==> config.mk <==
export PLATFORM = sky130hd
export DESIGN_NAME = clk_gate_ctrl
export DESIGN_NICKNAME = d
export VERILOG_FILES = /design/src/rtl/clk_gate_ctrl.sv
export SDC_FILE = /design/constraint.sdc
export NUM_CORES = 1
export LEC_CHECK = 0
export CAP_MARGIN = 20
export CORE_ASPECT_RATIO = 0.75
export CORE_MARGIN = 5
export CORE_UTILIZATION = 59
export CTS_BUF_LIST = sky130_fd_sc_hd__clkbuf_4 sky130_fd_sc_hd__clkbuf_8 sky130_fd_sc_hd__clkbuf_16
export CTS_CLUSTER_DIAMETER = 150
export DETAILED_ROUTE_END_ITERATION = 6
export PLACE_DENSITY_LB_ADDON = 0.12
export RECOVER_POWER = 50
export SETUP_SLACK_MARGIN = 0.2
export SYNTH_ARGS = -nofsm -noshare
export SYNTH_HDL_FRONTEND = slang
export SYNTH_SLANG_ARGS = --single-unit
==> constraint.sdc <==
create_clock -name clk_i -period 3.45 [get_ports clk_i]
set_input_delay 0.69 -clock clk_i [delete_from_list [all_inputs] [get_ports clk_i]]
set_output_delay 0.69 -clock clk_i [all_outputs]
set_load 0.02 [all_outputs]
==> src/rtl/clk_gate_ctrl.sv <==
// clk_gate_ctrl: per-channel request/idle-timeout clock gating with glitch-free latch-and-AND cells
module clk_gate_ctrl #(
  parameter int NUM_CH = 4,
  parameter int IDLE_CYCLES = 8,
  parameter int WAKE_CYCLES = 2,
  localparam int CNT_W = $clog2(IDLE_CYCLES + WAKE_CYCLES + 1)
) (
  input  logic              clk_i,
  input  logic              rst_i,
  input  logic              test_en_i,
  input  logic [NUM_CH-1:0] req_i,
  input  logic [NUM_CH-1:0] busy_i,
  input  logic [NUM_CH-1:0] force_on_i,
  output logic [NUM_CH-1:0] gated_clk_o,
  output logic [NUM_CH-1:0] ack_o,
  output logic [NUM_CH-1:0] clk_on_o
);
  typedef enum logic [1:0] {OFF, WAKE, ON} state_t;
  localparam logic [CNT_W-1:0] WAKE_LAST = CNT_W'(WAKE_CYCLES > 0 ? WAKE_CYCLES - 1 : 0);
  localparam logic [CNT_W-1:0] IDLE_LAST = CNT_W'(IDLE_CYCLES - 1);
  for (genvar i = 0; i < NUM_CH; i++) begin : g_ch
    state_t           state_q, state_d;
    logic [CNT_W-1:0] cnt_q, cnt_d;
    logic             ack_q, on_q, lat_q, act;
    assign act = req_i[i] | busy_i[i] | force_on_i[i];
    // next state: wake countdown, then idle timeout that any activity restarts
    always_comb begin
      state_d = state_q;
      cnt_d = cnt_q;
      case (state_q)
        OFF: if (act) begin
          state_d = WAKE_CYCLES > 0 ? WAKE : ON;
          cnt_d = '0;
        end
        WAKE: begin
          state_d = cnt_q == WAKE_LAST ? ON : WAKE;
          cnt_d = cnt_q == WAKE_LAST ? '0 : cnt_q + 1'b1;
        end
        ON: begin
          state_d = !act && cnt_q == IDLE_LAST ? OFF : ON;
          cnt_d = act || cnt_q == IDLE_LAST ? '0 : cnt_q + 1'b1;
        end
        default: begin
          state_d = OFF;
          cnt_d = '0;
        end
      endcase
    end
    // state, counter and registered status; on_q doubles as the gate enable flop
    always_ff @(posedge clk_i or posedge rst_i) begin
      if (rst_i) begin
        state_q <= OFF;
        cnt_q <= '0;
        ack_q <= 1'b0;
        on_q <= 1'b0;
      end else begin
        state_q <= state_d;
        cnt_q <= cnt_d;
        ack_q <= state_d == ON;
        on_q <= state_d != OFF;
      end
    end
    // enable latch open only while clk is low so the AND never sees a mid-high change
    always_latch begin
      if (rst_i) lat_q <= 1'b0;
      else if (!clk_i) lat_q <= on_q;
    end
    assign gated_clk_o[i] = (clk_i & lat_q) | (clk_i & test_en_i);
    assign ack_o[i] = ack_q;
    assign clk_on_o[i] = on_q;
  end
endmodule

==> impl_metrics.ini <==
[placed_design]
place_area_um2 = 2410
dp_hpwl_mm = 3.20
place_inst = 282
gp_congestion = 0.864
port_buffers = 26

[setup_path]
critPathMaxFanout = 1
path_delay_family = latches
worst-endpoint-required_ns = 2.76
arrival_ns = 2.90
cpMaxStageDelayCell = dlxtp_1
ff2ff_path_depth = 6
end_kind = primary output
critical_path_depth = 2
critPathLaunchType = latch
worst-path-buf-inv = 1
crit_chain = o21a_1, buf_6
path_class = latch to primary output
critPathMaxStageDelay_ns = 0.27

[finish]
final_cells = 309
design_area_um2 = 2710
fin_nets = 295
drive_gt1_share_pct = 15.6
syn2layout_area_growth_pct = 26.5
mostFrequentLayoutCell = dfrtp_1
layout_common_cells = dfrtp_1 (32), nand2_1 (24), ha_1 (24)
diodes = 0

[route]
wl_per_cell_um = 16.2
drcViolationCount = 0
routed_wirelength_mm = 5.01
routed_via_density = 5.83
drt_iter0_markers = 131
postRouteAntennaNets = 0
drt_first_pass_iters = 5
vias = 1803

[yosys]
synth_ff_type = dfrtp_1
avgSynthCellArea_um2 = 10.1
syn-instance-count = 211
ys_async_sr_fraction_pct = 88.9
syn_area_um2 = 2140
ys_warn_count = 0
synth_cell_types = 38
synth_nets = 250
synth_edf_count = 0
ys_ff_latch = 36

[pwr]
total_power_mw = 2.40
netSwitchingFraction_pct = 36.1
pwr-share-clk_pct = 42.4
internal_power_mw = 1.53
switchingPower_mw = 0.867
p_leak_nw = 1.22
peakVddDrop_v = 0.000413
seq_power_share_pct = 25.9
p_comb_share_pct = 31.7
powerDensity_nw_per_um2 = 886

[sta]
setup_tns_ns = -0.497
hold_viol_final = 0
fin_skew_ns = 0.0499
maxSlewHeadroom_pct = -2.42
setup_viol = 4
setup_slack_ns = -0.142
tightestPinTransition_ns = 1.52
rsz0062_at_grt = yes
drv_slew = 10

[floorplan]
boundaryPins = 27
row_count = 19
die_height_um = 62.2
die-area_um2 = 4950
die_x_um = 79.6
start_util_pct = 59.6
core_um2 = 3590

[grt]
track_usage_pct = 25.3
antenna_found_initial = 0
grt_pass1_wl_mm = 8.98
grt.overflow.total = 0
grt_pass1_vias = 2083
grt_max_degree = 20

[clocking]
clk_pin_slew_ns = 0.03
clkLatencyLatePin_ns = 0.54
cts_tree = yes
cts_setup_buffers = 0

[status]
status = finished, violations left
violations = max-capacitance violations, max-slew violations, negative setup slack

[min_path]
whs_path_depth = 3
hp-class = input port to clock gate

[job]
drv_cap = 1
[flip-flops by register name, summed over array words and instances (netlist names)]
register      count
g_ch.ack_q        4
g_ch.on_q         4
g_ch.state_q      8
g_ch.cnt_q       16
g_ch.lat_q        4
[layer usage]
| metal | up-vias | routed length, µm | global-route usage (%) |
|---|---|---|---|
| li1 | 838 | - | - |
| met1 | 859 | 2120 | 26.5 |
| met2 | 83 | 2360 | 33.3 |
| met3 | 23 | 368 | 14.9 |
| met4 | 0 | 161 | 26.4 |
| met5 | - | 0 | 0 |
[stage by stage]
| step | hold WS (ns) | worst slack (ns) | util, % |
|---|---|---|---|
| 4_1_cts | 0.202 | -0.171 | 77.3 |
| 6_report | 0.219 | -0.142 | 75.5 |
| 5_1_grt | 0.327 | -0.231 | 75.5 |
| 3_5_place_dp | -0.0963 | 0.0522 | 67.2 |
| 3_3_place_gp | -0.123 | 0.0564 | 67.2 |
| 2_1_floorplan | -0.638 | 0.525 | - |
[path summary, 6_finish.rpt]
check	startpoint	endpoint	slack, ns
max	g_ch[2].lat_q$_DLATCH_P_	gated_clk_o[2]	-0.14
min	rst_i	clock gate	0.22
max reg2reg	g_ch[3].state_q[1]$_DFF_PP0_	g_ch[3].cnt_q[2]$_DFFE_PP0P_	0.89
min reg2reg	g_ch[1].on_q$_DFF_PP0_	g_ch[1].lat_q$_DLATCH_P_	0.43
max in group gated	rst_i	clock gate	1.33
max in group asynchronous	rst_i	g_ch[0].state_q[0]$_DFF_PP0_	1.43
min in group clk_i	g_ch[1].on_q$_DFF_PP0_	g_ch[1].lat_q$_DLATCH_P_	0.43
min in group asynchronous	rst_i	g_ch[3].state_q[1]$_DFF_PP0_	1.33
[timing repair]
| action | in CTS | in global routing |
|---|---|---|
| gates resized for setup | 24 | 0 |
| setup endpoints to repair | 4 | 4 |
| endpoints found under the hold margin | 1 | 0 |
| pin swaps | 1 | 0 |
| hold buffers | 1 | 0 |
[cells in the mapped netlist, types with 2 or more instances]
cell | number | area (µm²)
o41ai_1 | 4 | 35.0
buf_4 | 8 | 60.1
nand3b_1 | 5 | 37.5
ha_1 | 24 | 300
or2_2 | 4 | 25.0
o21ai_0 | 7 | 35.0
nand3_1 | 6 | 30.0
a21oi_1 | 5 | 25.0
o21a_1 | 4 | 30.0
nor2_1 | 7 | 26.3
a31oi_1 | 5 | 31.3
nand2_1 | 24 | 90.1
inv_1 | 18 | 67.6
a22oi_1 | 4 | 30.0
nor4b_4 | 4 | 95.1
a32o_1 | 3 | 30.0
and2_1 | 3 | 18.8
o211ai_1 | 2 | 15.0
or3b_1 | 4 | 35.0
dlxtp_1 | 4 | 60.1
o31ai_1 | 4 | 30.0
o22ai_1 | 2 | 12.5
dfrtp_1 | 32 | 801
nor3b_1 | 3 | 22.5
nor2b_1 | 6 | 37.5
a32oi_2 | 2 | 32.5
nor3_1 | 6 | 30.0
[power groups by stage]
| stage | Clock (mW) | Combinational, mW | Sequential (mW) |
|---|---|---|---|
| final | 1.02 | 0.761 | 0.622 |
| after global routing | 1.09 | 0.850 | 0.639 |
| after CTS | 1.05 | 0.785 | 0.617 |
| after detailed placement | 0.145 | 0.758 | 0.620 |
| after global placement | 0.145 | 0.724 | 0.609 |
| after floorplan | 0.0825 | 0.594 | 0.593 |
[logic make-up (layout without fill, tap and decap cells)]
kind of cell               Yosys count  count (layout)  synth area share [%]
and+or+nand+nor                     77              77                  22.8
latches                              4               4                  2.81
adders and majority gates           24              24                  14.0
AOI/OAI and AO/OA                   48              48                  17.0
buffers and inverters               26              72                  5.96
DFF                                 32              32                  37.4
[area by class of cell]
type	instances	area [µm²]
multi-input cells	149	1090
fillers	231	881
flip-flops and latches	36	861
clock buffers	28	369
repair buffers	24	238
inverters	18	67.6
well taps	52	65.1
clock inverters	2	22.5
[worst min-delay path, cell delays in order]
cell and delay [ns]:
dlygate4sd3_1 0.53, clkdlybuf4s50_1 0.59, inv_1 0.38
No activity file was read; power rests on OpenSTA's default activity.
